File: src/rtl/loadstore_seq.sv
// rtl/loadstore_seq.sv - multi-cycle load/store sequencer between decode, register file and data memory
module loadstore_seq #(
  parameter int DATA_W  = 32,
  parameter int ADDR_W  = 22,
  parameter int REG_W   = 5,
  parameter int TIMEOUT = 15
) (
  input  logic              clk,
  input  logic              reset,
  input  logic              enable,
  input  logic [4:0]        opcode,
  input  logic [REG_W-1:0]  rdst,
  input  logic [ADDR_W-1:0] address,
  output logic              busy,
  output logic              done,
  output logic              err,
  output logic [REG_W-1:0]  regsrc1,
  output logic              regread,
  input  logic [DATA_W-1:0] regout1,
  output logic [REG_W-1:0]  regdst,
  output logic [DATA_W-1:0] regin,
  output logic              regwrite,
  output logic [ADDR_W-1:0] memaddress,
  output logic [DATA_W-1:0] memin,
  output logic [DATA_W/8-1:0] membe,
  output logic              memread,
  output logic              memwrite,
  input  logic [DATA_W-1:0] memout,
  input  logic              memready
);

  localparam int BE_W  = DATA_W / 8;
  localparam int CNT_W = $clog2(TIMEOUT + 1);

  typedef enum logic [2:0] {
    S_IDLE,
    S_RDREG,
    S_MEMACC,
    S_WB,
    S_FIN
  } state_t;

  state_t             state;
  logic               is_store;
  logic               sext;
  logic [1:0]         size;
  logic [REG_W-1:0]   rd;
  logic [ADDR_W-1:0]  addr;
  logic [DATA_W-1:0]  data;
  logic               errflag;
  logic [CNT_W-1:0]   cnt;

  // Store data trimmed to the access size; upper bits are forced to zero.
  function automatic logic [DATA_W-1:0] trim(input logic [DATA_W-1:0] d, input logic [1:0] sz);
    case (sz)
      2'b01:   trim = DATA_W'(d[15:0]);
      2'b10:   trim = DATA_W'(d[7:0]);
      default: trim = d;
    endcase
  endfunction

  // Load data taken from the low lanes, optionally sign-extended from the field's top bit.
  function automatic logic [DATA_W-1:0] extend(input logic [DATA_W-1:0] d, input logic [1:0] sz,
                                               input logic sx);
    case (sz)
      2'b01:   extend = sx ? DATA_W'($signed(d[15:0])) : DATA_W'(d[15:0]);
      2'b10:   extend = sx ? DATA_W'($signed(d[7:0])) : DATA_W'(d[7:0]);
      default: extend = d;
    endcase
  endfunction

  // Byte-lane enables: word uses every lane, half the low two, byte lane 0.
  function automatic logic [BE_W-1:0] lanes(input logic [1:0] sz);
    case (sz)
      2'b01:   lanes = BE_W'(2'b11);
      2'b10:   lanes = BE_W'(1'b1);
      default: lanes = '1;
    endcase
  endfunction

  // Sequencer: next state and the registered strobes for the state being entered.
  always_ff @(posedge clk) begin
    if (reset) begin
      state      <= S_IDLE;
      is_store   <= 1'b0;
      sext       <= 1'b0;
      size       <= 2'b00;
      rd         <= '0;
      addr       <= '0;
      data       <= '0;
      errflag    <= 1'b0;
      cnt        <= '0;
      busy       <= 1'b0;
      done       <= 1'b0;
      err        <= 1'b0;
      regsrc1    <= '0;
      regread    <= 1'b0;
      regdst     <= '0;
      regin      <= '0;
      regwrite   <= 1'b0;
      memaddress <= '0;
      memin      <= '0;
      membe      <= '0;
      memread    <= 1'b0;
      memwrite   <= 1'b0;
    end else begin
      done       <= 1'b0;
      err        <= 1'b0;
      regsrc1    <= '0;
      regread    <= 1'b0;
      regdst     <= '0;
      regin      <= '0;
      regwrite   <= 1'b0;
      memaddress <= '0;
      memin      <= '0;
      membe      <= '0;
      memread    <= 1'b0;
      memwrite   <= 1'b0;
      case (state)
        S_IDLE: begin
          if (enable && opcode[4]) begin
            is_store <= opcode[3];
            sext     <= opcode[2];
            size     <= opcode[1:0];
            rd       <= rdst;
            addr     <= address;
            cnt      <= '0;
            busy     <= 1'b1;
            if (opcode[1:0] == 2'b11) begin
              state   <= S_FIN;
              errflag <= 1'b1;
              done    <= 1'b1;
              err     <= 1'b1;
            end else if (opcode[3]) begin
              state   <= S_RDREG;
              regread <= 1'b1;
              regsrc1 <= rdst;
            end else begin
              state      <= S_MEMACC;
              memread    <= 1'b1;
              memaddress <= address;
              membe      <= lanes(opcode[1:0]);
            end
          end
        end
        S_RDREG: begin
          state      <= S_MEMACC;
          data       <= trim(regout1, size);
          memwrite   <= 1'b1;
          memaddress <= addr;
          memin      <= trim(regout1, size);
          membe      <= lanes(size);
        end
        S_MEMACC: begin
          if (memready) begin
            if (is_store) begin
              state <= S_FIN;
              done  <= 1'b1;
              err   <= errflag;
            end else begin
              state    <= S_WB;
              data     <= extend(memout, size, sext);
              regwrite <= 1'b1;
              regdst   <= rd;
              regin    <= extend(memout, size, sext);
            end
          end else if (cnt == CNT_W'(TIMEOUT - 1)) begin
            state   <= S_FIN;
            errflag <= 1'b1;
            done    <= 1'b1;
            err     <= 1'b1;
          end else begin
            cnt        <= cnt + CNT_W'(1);
            memread    <= ~is_store;
            memwrite   <= is_store;
            memaddress <= addr;
            memin      <= is_store ? data : '0;
            membe      <= lanes(size);
          end
        end
        S_WB: begin
          state <= S_FIN;
          done  <= 1'b1;
          err   <= errflag;
        end
        S_FIN: begin
          state   <= S_IDLE;
          busy    <= 1'b0;
          errflag <= 1'b0;
          cnt     <= '0;
        end
        default: begin
          state <= S_IDLE;
          busy  <= 1'b0;
        end
      endcase
    end
  end

endmodule

File: config.mk
export PLATFORM = sky130hd
export DESIGN_NAME = loadstore_seq
export DESIGN_NICKNAME = d
export VERILOG_FILES = /design/src/rtl/loadstore_seq.sv
export SDC_FILE = /design/constraint.sdc
export NUM_CORES = 1
export LEC_CHECK = 0
export BUFFER_PORTS_ARGS = -buffer_cell sky130_fd_sc_hd__buf_2
export CAP_MARGIN = 20
export CORE_ASPECT_RATIO = 0.9
export CORE_MARGIN = 2
export CORE_UTILIZATION = 31
export CTS_CLUSTER_SIZE = 12
export DETAILED_ROUTE_END_ITERATION = 10
export MAX_ROUTING_LAYER = met4
export PLACE_DENSITY = 0.58
export SLEW_MARGIN = 20
export SYNTH_ARGS = -nofsm -noshare
export SYNTH_HDL_FRONTEND = slang
export SYNTH_SLANG_ARGS = --single-unit
File: constraint.sdc
create_clock -name clk -period 4.6 [get_ports clk]
set_input_delay 0.23 -clock clk [delete_from_list [all_inputs] [get_ports clk]]
set_output_delay 0.23 -clock clk [all_outputs]
set_load 0.01 [all_outputs]
* Yosys cells after proc, flatten, opt, wreduce, memory -nomap -nowiden
Cells that the tools add are included.
** Operators by class
- Bitwise logic cells :: 7
- Reduce and logical (&&, ||, !) cells :: 15
- Multipliers :: 0
- Add/sub/neg operators :: 1
- Div/mod/pow operators :: 0
- $lt $le $gt $ge :: 0
- Equality and inequality tests :: 18
- Shifts and indexed selects :: 0
- Multiplexer cells :: 63
** Operator list (count)
- $pmux 32 s2 :: 4
- $mux 32 :: 7
- $mux 22 :: 5
- $pmux 22 s3 :: 1
- $mux 4 :: 8
- $pmux 4 s3 :: 2
- $mux 1 :: 21
- $pmux 4 s2 :: 2
- $mux 3 :: 5
- $ne 2x2->1 const B :: 7
- $pmux 3 s4 :: 1
- $pmux 1 s3 :: 3
- $reduce_or 4->1 :: 2
- $not 1->1 :: 7
- $eq 2x2->1 const B :: 3
- $eq 3x2->1 const B :: 2
- $pmux 1 s2 :: 3
- $reduce_and 2->1 :: 3
- $reduce_or 3->1 :: 2
- $reduce_and 5->1 :: 1
- $reduce_or 5->1 :: 1
- $add 4x1->4 const B :: 1
- $eq 2x1->1 const B :: 2
- $eq 4x4->1 const B :: 1
- other kinds (10) :: 10
** Word-level totals
- Bits in writable memories :: 0
- Word-level logic and storage cells :: 126
- Memory bits (read-only) :: 0
- Memories kept :: 0
- Register bits after elaboration :: 178
- Bits in latches :: 0
- Bits of input ports :: 100

* Logic depth before layout (Yosys ltp)
- Depth in word-level cells :: 6
- Gate-level depth with buffers :: 8

* Least setup slack after synthesis
No wires, ideal clock.
- Kind :: register to register
- Start :: register cnt[0]
- End :: register memaddress[10]
- Data required time :: 4.541 ns
- Buffers on the path :: 2
- Library setup time :: 0.059 ns
- Clock period less this slack :: 1.904 ns
- Stages on the path, launching flop included :: 9
- Arrival :: 1.845 ns
- Path slack :: 2.696 ns
- Cell sequence :: dfxtp_1 > inv_1 > ha_1 > and3_1 > or3_1 > clkbuf_1 > a21oi_2 > buf_2 > a22o_1
** On the way
- Word-level cells in the longest chain between the ends :: 4
** RTL lines
- start: declaration :: RTL line 51 : logic [CNT_W-1:0] cnt;
- start signal: assignment :: RTL line 173 : cnt <= cnt + CNT_W'(1);
- $eq 4x4->1 :: RTL line 167 : end else if (cnt == CNT_W'(TIMEOUT - 1)) begin
- $mux 22 :: RTL line 167
- $mux 22 :: RTL line 155 : if (memready) begin
- $pmux 22 s3 :: RTL line 119 : case (state)
- end signal: assignment :: RTL line 141 : memaddress <= address;
- end signal: assignment :: RTL line 150 : memaddress <= addr;
- end signal: assignment :: RTL line 176 : memaddress <= addr;
- end: declaration :: RTL line 23 : output logic [ADDR_W-1:0] memaddress,
No other way between the ends.
A chain may end at the register's enable or synchronous reset.

* Worst setup path after layout
- Start :: register size[0]
- End :: register data[21]
** On the way
- Word-level cells in the longest chain between the ends :: 5
- Elaborated cells between the ends (all ways) :: 7
- Those cells by class :: eq/ne (2); mux (5)
** RTL lines
- start: declaration :: RTL line 46 : logic [1:0] size;
- start signal: assignment :: RTL line 124 : size <= opcode[1:0];
- $eq 2x2->1 / $eq 2x1->1 (equally long branches) :: RTL line 55, 65
- $pmux 32 s2 :: RTL line 65 : case (sz)
- $mux 32 :: RTL line 156 : if (is_store) begin
- $mux 32 :: RTL line 155
- $pmux 32 s2 * :: RTL line 119
- end signal: assignment :: RTL line 148 : data <= trim(regout1, size);
- end signal: assignment :: RTL line 162 : data <= extend(memout, size, sext);
- end: declaration :: RTL line 49 : logic [DATA_W-1:0] data;
Mark *: on every way between the ends. The rest lies on a longest branch, timed or not. The select of a mux whose other input is x is not followed.

==> results.md <==
- The count of state elements after synthesis is 177.
- The pin count of the biggest net entering global routing is 71.
- For this run, design rule violations remaining after detail routing come to 0.
- Summed over its instances, the top area cell type makes up 55.58% of the synthesized netlist area.
- The number of global-route vias before repair is 5250.
- The detail-routed via count per cell is 4.844.
- At the end of routability-driven placement, the weighted congestion stood at 0.8200.
- The number of warnings reported in the yosys synthesis log is 0.
- The clock-pin slew on the worst setup and hold paths is 0.07 ns.
- VDD sags by at most 0.2629 mV.
- Total power for the finished layout comes to 3.415 mW.
- The leakage power is 3.662 nW.
- The number of failing hold endpoints at the final stage is 0.
- The TritonCTS buffer count is 17.
- The die area is 21730 sq um.
- The first-pass GRT wire length is 27.90 mm.
- The number of H-tree branching levels is 4.
- Measured in cells, the most critical reg-to-reg path has a length of 5.
- The initial antenna violation count is 3.
- The combinational share of power is 9.2%.
- After synthesis, the largest family of logic cells by area is compound AO/OA/AOI/OAI gates.
- Summed over all nets, the switching power comes to 869.1 uW.
- The net count of the finished layout is 955.
- In the final timing run, aggregate negative setup slack is 0 ns.
- In the layout the commonest cells are buf_2, dfxtp_1, nand2_1.
- The tree is rooted in a clkbuf_16.
- The final-report max-slew violation count is 0.
- In the global route stage, overall resource usage came out at 16.85%.
- The overflow left after global routing is 0.
- In this run the cell area of the synthesized design comes to 6375 sq um.
- The setup clock skew after layout is 0.01316 ns.
- The power density relative to cell area is 417.8 nW/um^2.
- The top cell type by total area after synthesis is dfxtp_1.
- The area growth from synthesis to layout is 28.22%.
- Subtracting the final worst setup slack from the clock period gives 2.776 ns.
- The peak clock frequency supported by timing is 360.2 MHz.
- The depth of the worst hold-timing path is 2.
- The final design utilization is 40.77%.
- The tool flagged a number of max-cap violations equal to 0.
- The number of violations reported at the end of detailed-routing iteration 0 is 291.
- For this design the top-level I/O count stands at 207.
- The pre-antenna-repair detailed-routing pass consisted of 5 iterations.
- Yosys mapped a number of flops with a built-in enable equal to 0.
- The ratio of final minimum period to clock period is 60.35%.
- The height of the die is 140.0 um.
- The flow ran to the end, and the final reports show no timing, DRC or antenna violations.
- The end of the worst hold path is regin[2]$_SDFF_PP0_.
- Headroom to the max-slew limit came out at 32.28%.
- The maximum fanout along the worst path is 24.
- Setup violations remaining at the end of the flow were counted as 0.
- Per report_power, the sequential group accounts for 47.4% of the total.
- The average cell area after synthesis is 9.529 sq um.
- The share of final-layout standard cells stronger than drive strength 1 is 31.87%.
- By area the synthesized netlist is led by dfxtp_1, a22o_1, nand2_1.
- The internal cell power is 2.546 mW.
- The floorplan step set the die width to 155.2 um.
- The count of buffers added on input and output ports is 206.
- The worst hold path class is in2reg.
- STA classifies the critical path startpoint as a flop.
- The count of nets left with antenna violations once routing finished came out at 0.
- The post-CTS setup repair buffer count is 0.
- The register-to-register setup slack is 1.82 ns.
- At the worst endpoint, the required time is 4.93 ns.
- The xor and xnor area share after synthesis is 0%.
- The detailed-route wire length is 17.98 mm.
- The HPWL after detailed placement is 12.07 mm.
- The portion of total power attributed to the clock network is 43.5%.
- The number of clock sinks seen by CTS is 177.
- The worst register-to-register path begins at size[0]$_SDFFE_PP0N_.
- The prevailing post-synth register cell is dfxtp_1.
- Setup repair after global routing left no endpoint under its margin.
- The clock latency of the later-clocked register in the worst-skew pair is 0.42 ns.
- The pin slew with the least headroom to its limit is 1.008 ns.
- Hold repair after CTS inserted 0 buffers.
- The switching part of the total is 25.45%.
- Of the synthesized area, sequential elements account for 55.58%.
- The async set-or-reset flop fraction in the synthesized netlist is 0%.
- The post-synthesis share of cell area spent on and, or, nand and nor gates is 15.51%.
- The filler cell count in the final layout is 2014.
- The post-CTS resize count is 0.
- The worst register-to-register path ends at data[21]$_SDFFE_PP0P_.
- Of the total synthesized cell area, the portion taken by full adders, half adders and majority gates is 0.9814%.
- Dividing the detail-routed wire length by the instance count gives 16.04 um.
- STA classifies the critical path endpoint as a flop.
- In this run the core area contains 49 standard-cell rows.
- Multiplexer cells account for 2.826% of the synthesized area.
- After synthesis, the netlist uses 49 different library cells.
- The via count is 5430.
- The kind of critical path is reg2reg.
- TritonCTS built the clock tree.
- The number of nets handed over by synthesis was 774.
- The final worst hold slack is 0.01950 ns.
- The initial utilization of the core area, before any placement, comes to 31.80%.
- Summing the areas of all compound-gate instances in the mapped netlist gives 20.41% of the synthesized area.
- The core region is 20050 sq um.
- The leading cell type in the layout, fill and taps excluded is buf_2.
- For the worst setup path, the data arrival time is 3.10 ns.
- Synthesis produced 669 cells.
- The start point of the worst hold path is memout[2].
- The number of buffers on the longest clock path is 2.
-- worst max-delay path: stages, from the launching register on --
cell and delay [ns]:
dfxtp_1 0.35, inv_1 0.05, ha_1 0.60, nand3b_1 0.73, o21a_1 0.63, a211oi_1 0.31
-- metal layers --
metal	track usage [%]	share of wire, %	vias up
li1	-	-	2707
met1	21.94	47	2507
met2	24.61	44	204
met3	6.405	8.8	12
met4	4.288	1.1	0
met5	-	0	-
-- cell usage after synthesis, types with 4 or more instances --
library cell  instances
dfxtp_1             177
nand2_1             116
a21oi_1              79
a22o_1               56
nor2_1               38
clkbuf_1             28
a211oi_1             24
and2_1               19
buf_2                17
mux2_2               16
o21ai_0              14
inv_1                10
a311oi_1              8
and3_1                5
ha_1                  5
nor3_1                5
buf_6                 4
nand2b_1              4
-- state kept, by name (all words and copies together), names as in the netlist, 2 cells and up --
name / flops
addr: 22
cnt: 4
data: 32
memaddress: 22
membe: 3
memin: 32
rd: 5
regdst: 5
regin: 32
regsrc1: 5
size: 2
state: 3
-- through the flow --
stage	instance area, sq um	instances	worst slack [ns]
after floorplan	6375	669	2.696
after detailed placement	7562	1086	1.839
after global placement	7562	1086	1.997
after global routing	8174	1121	1.568
final	8174	1121	1.824
after CTS	8167	1118	1.827
-- worst max path at each step --
stage                                endpoint  slack (ns)            startpoint  cells past startpoint
floorplan           memaddress[10]$_SDFF_PP0_        2.70   cnt[0]$_SDFFE_PP0P_                      8
global placement        data[22]$_SDFFE_PP0P_        2.00  size[0]$_SDFFE_PP0N_                      5
detailed placement      data[21]$_SDFFE_PP0P_        1.84  size[0]$_SDFFE_PP0N_                      5
CTS                     data[21]$_SDFFE_PP0P_        1.83  size[0]$_SDFFE_PP0N_                      5
global route            data[27]$_SDFFE_PP0P_        1.57  size[0]$_SDFFE_PP0N_                      5
finish                  data[21]$_SDFFE_PP0P_        1.82  size[0]$_SDFFE_PP0N_                      5
-- power by group through the flow --
stage | sequential, mW | clock [mW] | combinational, mW
3_5_place_dp | 1.65 | 0 | 0.314
6_report | 1.62 | 1.49 | 0.313
5_1_grt | 1.62 | 1.59 | 0.350
2_1_floorplan | 1.65 | 0 | 0.190
3_3_place_gp | 1.65 | 0 | 0.313
4_1_cts | 1.62 | 1.53 | 0.316
-- kinds of logic (layout without fill, tap and decap cells) --
family                   count (synthesis)  after routing
AO/OA/AOI/OAI                          193            193
other                                    0              3
multiplexers                            16             16
adder cells (fa/ha/maj)                  5              5
flip-flops                             177            177
AND/OR/NAND/NOR                        214            214
buffers and inverters                   64            258
-- layout make-up --
cell class	count	area, sq um	share of cell area [%]
Tap cell	255	319.1	3.903
Antenna cell	3	7.507	0.09184
Inverter	11	41.29	0.5051
Clock buffer	18	439.2	5.373
Timing Repair Buffer	215	1099	13.44
Sequential cell	177	3543	43.35
Multi-Input combinational cell	428	2560	31.32
Clock inverter	14	165.2	2.021
Note: power is estimated with default switching activity, not from simulation.
